$ cat config.mk
export PLATFORM = sky130hd
export DESIGN_NAME = mem_req_scheduler
export DESIGN_NICKNAME = d
export VERILOG_FILES = /design/src/rtl/mem_req_pkg.sv /design/src/rtl/mem_req_fifo.sv /design/src/rtl/mem_req_scheduler.sv
export SDC_FILE = /design/constraint.sdc
export NUM_CORES = 1
export LEC_CHECK = 0
export ABC_CLOCK_PERIOD_IN_PS = 5780
export BUFFER_PORTS_ARGS = -buffer_cell sky130_fd_sc_hd__clkbuf_2
export CAP_MARGIN = 10
export CORE_UTILIZATION = 45
export CTS_CLUSTER_DIAMETER = 80
export DETAILED_ROUTE_END_ITERATION = 7
export PLACE_DENSITY = 0.66
export SLEW_MARGIN = 15
export SYNTH_ARGS = -nofsm -noshare
export SYNTH_HDL_FRONTEND = slang
export SYNTH_HIERARCHICAL = 1
export SYNTH_SLANG_ARGS = --single-unit
$ cat constraint.sdc
create_clock -name clk -period 5.78 [get_ports clk]
set_input_delay 1.156 -clock clk [delete_from_list [all_inputs] [get_ports clk]]
set_output_delay 1.156 -clock clk [all_outputs]
set_load 0.02 [all_outputs]
$ cat src/rtl/mem_req_pkg.sv
// Shared types for the memory request scheduler: FSM state encoding and queued request layout.
package mem_req_pkg;

  // Field widths are the widest ADDR_W/DATA_W the scheduler supports.
  localparam int unsigned REQ_ADDR_W = 10;
  localparam int unsigned REQ_DATA_W = 32;

  typedef enum logic [1:0] {
    IDLE,
    ISSUE,
    WAIT_RD,
    RESP
  } state_t;

  typedef struct packed {
    logic                  write;
    logic [REQ_ADDR_W-1:0] addr;
    logic [REQ_DATA_W-1:0] wdata;
  } req_entry_t;

endpackage

$ cat src/rtl/mem_req_fifo.sv
// Synchronous request FIFO with wrapping pointers and an occupancy count; head is read combinationally.
module mem_req_fifo #(
  parameter int unsigned DEPTH = 4,
  parameter int unsigned W     = 8
) (
  input  logic                     clk,
  input  logic                     rst,
  input  logic                     push,
  input  logic                     pop,
  input  logic [W-1:0]             wdata,
  output logic [W-1:0]             rdata,
  output logic                     full,
  output logic                     empty,
  output logic [$clog2(DEPTH):0]   count
);

  localparam int unsigned AW = $clog2(DEPTH);
  localparam logic [AW:0] ONE = (AW+1)'(1);

  logic [W-1:0]  mem [DEPTH];
  logic [AW-1:0] wptr;
  logic [AW-1:0] rptr;
  logic          do_push;
  logic          do_pop;

  always_comb begin
    full    = (count == (AW+1)'(DEPTH));
    empty   = (count == '0);
    do_pop  = pop && !empty;
    do_push = push && (!full || do_pop);
    rdata   = mem[rptr];
  end

  always_ff @(posedge clk) begin
    if (do_push) mem[wptr] <= wdata;
  end

  always_ff @(posedge clk) begin
    if (rst) begin
      wptr  <= '0;
      rptr  <= '0;
      count <= '0;
    end else begin
      if (do_push) wptr <= wptr + AW'(1);
      if (do_pop)  rptr <= rptr + AW'(1);
      unique case ({do_push, do_pop})
        2'b10:   count <= count + ONE;
        2'b01:   count <= count - ONE;
        default: count <= count;
      endcase
    end
  end

endmodule

$ cat src/rtl/mem_req_scheduler.sv
// Queues client read/write requests and issues them one at a time to a memory controller.
// Optional issue counters (rd_issued/wr_issued) are built when MEM_REQ_STATS_EN is defined.
module mem_req_scheduler
  import mem_req_pkg::*;
#(
  parameter int unsigned DEPTH  = 4,
  parameter int unsigned ADDR_W = 10,
  parameter int unsigned DATA_W = 32
) (
  input  logic                   clk,
  input  logic                   rst,
  input  logic                   req_valid,
  output logic                   req_ready,
  input  logic                   req_write,
  input  logic [ADDR_W-1:0]      req_addr,
  input  logic [DATA_W-1:0]      req_wdata,
  output logic                   resp_valid,
  input  logic                   resp_ready,
  output logic [DATA_W-1:0]      resp_data,
  output logic                   mc_read,
  output logic                   mc_write,
  output logic [ADDR_W-1:0]      mc_address,
  output logic [DATA_W-1:0]      mc_memory_val,
  input  logic [DATA_W-1:0]      mc_value,
  output logic [$clog2(DEPTH):0] queue_count
`ifdef MEM_REQ_STATS_EN
  ,
  output logic [15:0]            rd_issued,
  output logic [15:0]            wr_issued
`endif
);

  localparam int unsigned CW = $clog2(DEPTH) + 1;

  state_t      state, state_nxt;
  req_entry_t  push_entry;
  req_entry_t  head;
  logic        push, pop, full, empty, issue;
  logic [ADDR_W-1:0] addr_q;
  logic [DATA_W-1:0] wdata_q;

  mem_req_fifo #(
    .DEPTH (DEPTH),
    .W     ($bits(req_entry_t))
  ) u_fifo (
    .clk   (clk),
    .rst   (rst),
    .push  (push),
    .pop   (pop),
    .wdata (push_entry),
    .rdata (head),
    .full  (full),
    .empty (empty),
    .count (queue_count)
  );

  always_comb begin
    pop              = (state == ISSUE);
    req_ready        = !full || pop;
    push             = req_valid && req_ready;
    push_entry.write = req_write;
    push_entry.addr  = REQ_ADDR_W'(req_addr);
    push_entry.wdata = REQ_DATA_W'(req_wdata);
  end

  always_comb begin
    state_nxt = state;
    unique case (state)
      IDLE:    if (!empty) state_nxt = ISSUE;
      // A push landing this cycle keeps the write stream going without an IDLE bubble.
      ISSUE:   if (head.write) state_nxt = (queue_count > CW'(1) || push) ? ISSUE : IDLE;
               else            state_nxt = WAIT_RD;
      WAIT_RD: state_nxt = RESP;
      RESP:    if (resp_ready) state_nxt = empty ? IDLE : ISSUE;
      default: state_nxt = IDLE;
    endcase
  end

  always_comb begin
    issue         = (state == ISSUE) && !rst;
    mc_write      = issue && head.write;
    mc_read       = issue && !head.write;
    mc_address    = issue ? head.addr[ADDR_W-1:0]  : addr_q;
    mc_memory_val = issue ? head.wdata[DATA_W-1:0] : wdata_q;
    resp_valid    = (state == RESP);
  end

  always_ff @(posedge clk) begin
    if (rst) begin
      state     <= IDLE;
      addr_q    <= '0;
      wdata_q   <= '0;
      resp_data <= '0;
    end else begin
      state <= state_nxt;
      if (issue) begin
        addr_q  <= head.addr[ADDR_W-1:0];
        wdata_q <= head.wdata[DATA_W-1:0];
      end
      if (state == WAIT_RD) resp_data <= mc_value;
    end
  end

`ifdef MEM_REQ_STATS_EN
  always_ff @(posedge clk) begin
    if (rst) begin
      rd_issued <= '0;
      wr_issued <= '0;
    end else begin
      if (mc_read  && rd_issued != '1) rd_issued <= rd_issued + 16'd1;
      if (mc_write && wr_issued != '1) wr_issued <= wr_issued + 16'd1;
    end
  end
`endif

endmodule
### Word-level counts from Yosys, hierarchy flattened

Memories as Yosys holds them, arrays and structs flattened. A register that Yosys moved wholly into a read port is not among the register bits.
Index checks and enable logic that the tools add are counted.

| storage, ports and cells | value |
|---|---|
| flip-flop bits (word level) | 83 |
| bits in writable memories | 172 |
| input port bits | 79 |
| output and inout bits | 81 |
| memories | 1 |

Memory list:

| memory | depth | bits a word | read ports | clocked after Yosys merged registers in | wr ports | RTL line | source |
|---|---|---|---|---|---|---|---|
| u_fifo.mem | 4 | 43 | 1 | 1 | 1 | mem_req_fifo.sv:20 | `logic [W-1:0] mem [DEPTH];` |

| operators by class | value |
|---|---|
| $add $sub $neg | 4 |
| order comparisons | 1 |
| eq/ne operators | 8 |
| muxes and demuxes | 13 |
| reduce and logical (&&, ||, !) cells | 17 |

Operators with widths:

| cell | count |
|---|---|
| 32-bit 2-to-1 mux | 1 |
| 10-bit 2-to-1 mux | 1 |
| 2-bit 2-to-1 mux | 5 |
| 2-bit one-hot mux with 4 select lines | 1 |
| 2-bit == test (second input constant) | 3 |
| 1-bit logical AND | 6 |
| 3-bit one-hot mux with 2 select lines | 1 |
| 2-bit by 1-bit adder with 2-bit output (second input constant) | 2 |
| 2-bit by 1-bit == test with 1-bit output (second input constant) | 2 |
| 1-bit zero test | 4 |
| 1-bit 2-to-1 mux | 4 |
| 3-bit by 1-bit adder with 3-bit output (second input constant) | 1 |
| 3-bit == test (second input constant) | 1 |
| 3-bit by 1-bit > comparator with 1-bit output (second input constant) | 1 |
| 3-bit zero test | 1 |
| 1-bit logical OR | 3 |
| 3-bit by 1-bit subtractor with 3-bit output (second input constant) | 1 |
| 2-bit zero test | 1 |
| 2-bit by 1-bit != test with 1-bit output (second input constant) | 1 |
| 2-bit != test (second input constant) | 1 |
| 2-bit AND reduction | 1 |
| 2-bit nonzero test | 1 |

### Longest topological paths before layout

| logic depth | value |
|---|---|
| depth in word-level cells | 8 |
| mapped depth | 10 |
| depth with buffers taken out | 9 |

### Cells and area by module

The synthesis kept the hierarchy.

Modules (own cells, without submodules):

| module | instances | cells an instance | area each (um^2) | seq. area each (um^2) |
|---|---|---|---|---|
| mem_req_fifo | 1 | 284 | 6,727.7 | 5,345.1 |
| mem_req_scheduler | 1 | 386 | 3,248.1 | 1,521.5 |

### Worst setup path after synthesis

No wires, ideal clock.

| timing | value |
|---|---|
| path type | input -> output |
| from | input rst |
| to | output mc_address[6] |
| data arrival time | 2,015 ps |
| data required time | 4,624 ps |
| path slack | 2,609 ps |
| stages | 4 |
| path buffers | 2 |
| cells stage by stage | buf_2 > nor2_8 > buf_6 > mux2_2 |

| between the ends | value |
|---|---|
| longest elaborated chain between the ends | 3 |

RTL lines:

| element | RTL line | source |
|---|---|---|
| start, declared | mem_req_scheduler.sv:11 | `input logic rst,` |
| 1-bit zero test | mem_req_scheduler.sv:80 | `issue = (state == ISSUE) && !rst;` |
| 1-bit logical AND | mem_req_scheduler.sv:80 |  |
| 10-bit 2-to-1 mux | - |  |
| end, declared | mem_req_scheduler.sv:22 | `output logic [ADDR_W-1:0] mc_address,` |

No other way between the ends.

### Worst setup path after layout

| timing | value |
|---|---|
| from | register state[0] |
| to | output mc_memory_val[25] |

| between the ends | value |
|---|---|
| longest elaborated chain between the ends | 3 |

RTL lines:

| element | RTL line | source |
|---|---|---|
| start, declared | mem_req_scheduler.sv:35 | `state_t state, state_nxt;` |
| start signal, assigned | mem_req_scheduler.sv:95 | `state <= state_nxt;` |
| 2-bit by 1-bit == test with 1-bit output | mem_req_scheduler.sv:80 |  |
| 1-bit logical AND | mem_req_scheduler.sv:80 |  |
| 32-bit 2-to-1 mux | - |  |
| end, declared | mem_req_scheduler.sv:23 | `output logic [DATA_W-1:0] mc_memory_val,` |

No other way between the ends.

==> flow_metrics.py <==
metrics = {
    "place": {
        "hpwl_mm": 12.08,
        "place.gp.congestion": 0.7228,
        "post_dp_cell_area_mm2": 0.01091,
        "pre_cts_ws_ns": 2.070,
        "numPortBuffers": 159,
    },
    "cells_and_area": {
        "post-route-util_pct": 54.16,
        "finalInstanceArea_mm2": 0.01178,
        "syn_to_final_growth_pct": 18.11,
        "antenna_cells": 0,
        "nNetsFinal": 907,
        "drive_gt1_share_pct": 35.59,
    },
    "logic_synthesis": {
        "synth_top_family_by_area": "multiplexers",
        "synth.avg_cell_area_um2": 14.89,
        "synth-compound-area-share_pct": 4.553,
        "synthXorXnorAreaFrac_pct": 0.4390,
        "synthSimpleGateAreaFrac_pct": 7.751,
        "synth-seq-cells": 257,
        "syn-num-nets": 754,
        "seq_area_frac_synth_pct": 68.83,
        "synthMuxAreaShare_pct": 14.66,
        "synth_fa_ha_area_share_pct": 0.7024,
        "syn_area_mm2": 0.009976,
        "yosysWarnings": 6,
        "synth.distinct_cells": 39,
        "post_synth_inst_count": 670,
    },
    "power": {
        "p_per_area_mw_per_mm2": 432.4,
        "p_total_mw": 5.095,
        "peakVddDrop_uv": 329.9,
        "leakagePower_nw": 4.245,
    },
    "routing": {
        "vias": 5882,
        "drt_wl_total_mm": 20.02,
        "dr.pass1.iters": 4,
        "drc": 0,
        "ant_nets": 0,
        "wl_per_cell_um": 17.83,
        "via_per_inst": 5.238,
        "drtIter0Drc": 299,
    },
    "worst_setup_path": {
        "cp.arrival_ns": 2.85,
        "crit_type": "flop to primary output",
        "r2r_end": "u_fifo/mem[3][15]",
        "path_cells": "nand2b_4 -> nor2_8 -> mux2_2 -> clkbuf_2",
        "endpoint_kind": "primary output",
        "reg2reg_depth": 6,
        "start_kind": "flop",
        "critPathSlowestCell": "nor2_8",
        "worstPathRequired_ns": 4.62,
        "cp_max_fo": 47,
        "r2r-start": "state[0]",
        "critical_path.max_stage_delay_ns": 0.80,
        "r2r_slack_ns": 2.45,
    },
    "hold_path": {
        "hp-class": "flop to flop",
        "whs_endpoint": "resp_data[0]",
        "whs_path_depth": 2,
        "hold_start": "resp_data[0]",
    },
    "die": {
        "fp.dieH_um": 150.9,
        "row_count": 54,
        "start_util_pct": 45.85,
        "die_area_mm2": 0.02277,
        "io_pins": 160,
        "coreArea_mm2": 0.02176,
        "die_w_um": 150.9,
    },
    "clock_tree": {
        "cts_setup_buffers": 0,
        "cts_buffer_depth": 3,
        "worstSkewPairLatency_ns": 0.52,
        "cts_max_level": 1,
        "ctsHoldBuffers": 0,
        "numCtsBuffers": 26,
        "cts_resized": 0,
        "path_clk_slew_ns": 0.06,
        "tritoncts": "done",
        "clockRootBuffer": "clkbuf_16",
        "clkSinkCount": 257,
    },
    "run": {
        "maxCapViolCount": 0,
    },
    "global_routing": {
        "grt_max_degree": 87,
        "antenna_found_initial": 0,
        "track_usage_pct": 17.49,
        "gr-total-overflow": 0,
        "grt_pass1_vias": 5471,
        "grt_pass1_wl_mm": 30.17,
    },
    "timing": {
        "final_max_slew_viol_count": 0,
        "hold_violations": 0,
        "fin_crit_ns": 4.004,
        "rsz0062_at_grt": "false",
        "tightest_slew_ns": 0.9933,
        "setup_tns_ns": 0,
        "max_slew_margin_pct": 33.78,
        "period_share_pct": 69.27,
        "fmax_mhz": 249.8,
        "setup_violations": 0,
        "worst_slack_ns": 1.776,
        "fin_skew_ns": 0.01047,
    },
    "run_status": {
        "status": "finished clean",
    },
}
worst max-delay path by stage:
stage	from	slack, ns	endpoint	cells after the start
5_1_grt	state[0]	1.57	mc_memory_val[25]	4
2_1_floorplan	rst	2.61	mc_address[6]	4
3_5_place_dp	rst	2.07	mc_memory_val[13]	4
4_1_cts	state[0]	1.71	mc_memory_val[13]	4
6_report	state[0]	1.78	mc_memory_val[25]	4
3_3_place_gp	rst	2.13	mc_memory_val[13]	4
layer usage:
metal	up-vias	routed length [um]	global-route usage (%)
met2	215	9399	28.58
met4	0	350	4.350
li1	2764	-	-
met3	32	1502	4.006
met1	2871	8771	23.68
met5	-	0	0
cell type report:
cell class | count | area (um2)
Fill cell | 1793 | 9973
Clock inverter | 9 | 93.84
Timing Repair Buffer | 167 | 865.8
Tap cell | 280 | 350.3
Multi-Input combinational cell | 365 | 2811
Sequential cell | 257 | 6872
Inverter | 6 | 27.53
Clock buffer | 39 | 762.0
Yosys cell counts (all sizes together):
cell type	count	area (um2)
a211oi	1	7.510
o31ai	2	20.02
mux4	43	968.4
o31a	2	17.52
ha	4	50.05
nor4b	1	15.01
nand2	151	566.8
clkbuf	11	41.29
inv	6	27.53
nor3	3	15.01
nand3	2	10.01
xnor2	2	17.52
mux2i	1	10.01
and2	7	43.79
mux2	43	484.2
buf	31	236.5
a2bb2oi	1	8.760
o21ai	1	5.000
dfxtp	85	1702
nor2	12	61.31
and3	1	6.260
edfxtp	172	5165
xor2	3	26.28
a21oi	74	370.4
o211ai	1	7.510
a221oi	2	17.52
fa	1	20.02
nor2b	2	15.02
nand3b	1	7.510
nand2b	4	32.53
cell usage in the layout, fill, tap and decap left out, types with 2 or more instances in the layout:
| master | Yosys | final |
|---|---|---|
| clkinv_2 | 0 | 2 |
| clkbuf_16 | 0 | 28 |
| clkinv_1 | 0 | 4 |
| dfxtp_1 | 85 | 83 |
| ha_1 | 4 | 4 |
| bufinv_16 | 0 | 2 |
| and2_1 | 7 | 3 |
| nand2b_1 | 3 | 3 |
| nand2_1 | 151 | 151 |
| edfxtp_1 | 172 | 172 |
| a21oi_1 | 74 | 74 |
| xor2_1 | 3 | 3 |
| clkbuf_2 | 0 | 158 |
| xnor2_1 | 2 | 2 |
| nor2b_2 | 1 | 2 |
| mux4_2 | 43 | 43 |
| mux2_2 | 42 | 42 |
| nor3_1 | 3 | 3 |
| clkbuf_8 | 0 | 2 |
| nand3_1 | 2 | 2 |
| inv_1 | 5 | 5 |
| buf_4 | 8 | 8 |
| a221oi_1 | 2 | 2 |
| clkbuf_1 | 11 | 9 |
| nor2_1 | 11 | 11 |
| and2_2 | 0 | 4 |
| o31a_1 | 2 | 2 |
per-stage QoR:
| step | hold WS, ns | cells |
|---|---|---|
| floorplan | 0.4338 | 670 |
| global placement | 0.4408 | 1074 |
| detailed placement | 0.4472 | 1074 |
| CTS | 0.4558 | 1122 |
| global route | 0.4681 | 1123 |
| finish | 0.4516 | 1123 |
logic make-up after synthesis:
kind of cell    count (synthesis)
flops                         257
simple gates                  184
mux                            87
compound gates                 84
buf+inv                        48
xor+xnor                        5
fa+ha+maj                       5
flip-flops by register name (all words and copies together) (netlist names), named ones only:
register      cells
u_fifo/mem      172
resp_data        32
u_fifo/wptr       2
wdata_q          32
addr_q           10
u_fifo/rptr       2
u_fifo/count      3
state             1
critical path, delay by kind of cell, from the launching register on:
family / cells / cell delay, ns
DFF: 1 / 0.47
buffers and inverters: 1 / 0.15
and+or+nand+nor: 2 / 1.24
muxes: 1 / 0.42
report_power, final:
part / total [mW] / switching, mW / internal [mW]
clock: 1.65 / 0.655 / 0.998
sequential: 2.33 / 0.127 / 2.20
combinational: 1.11 / 0.678 / 0.437
Power figures use the tool's default switching activity.
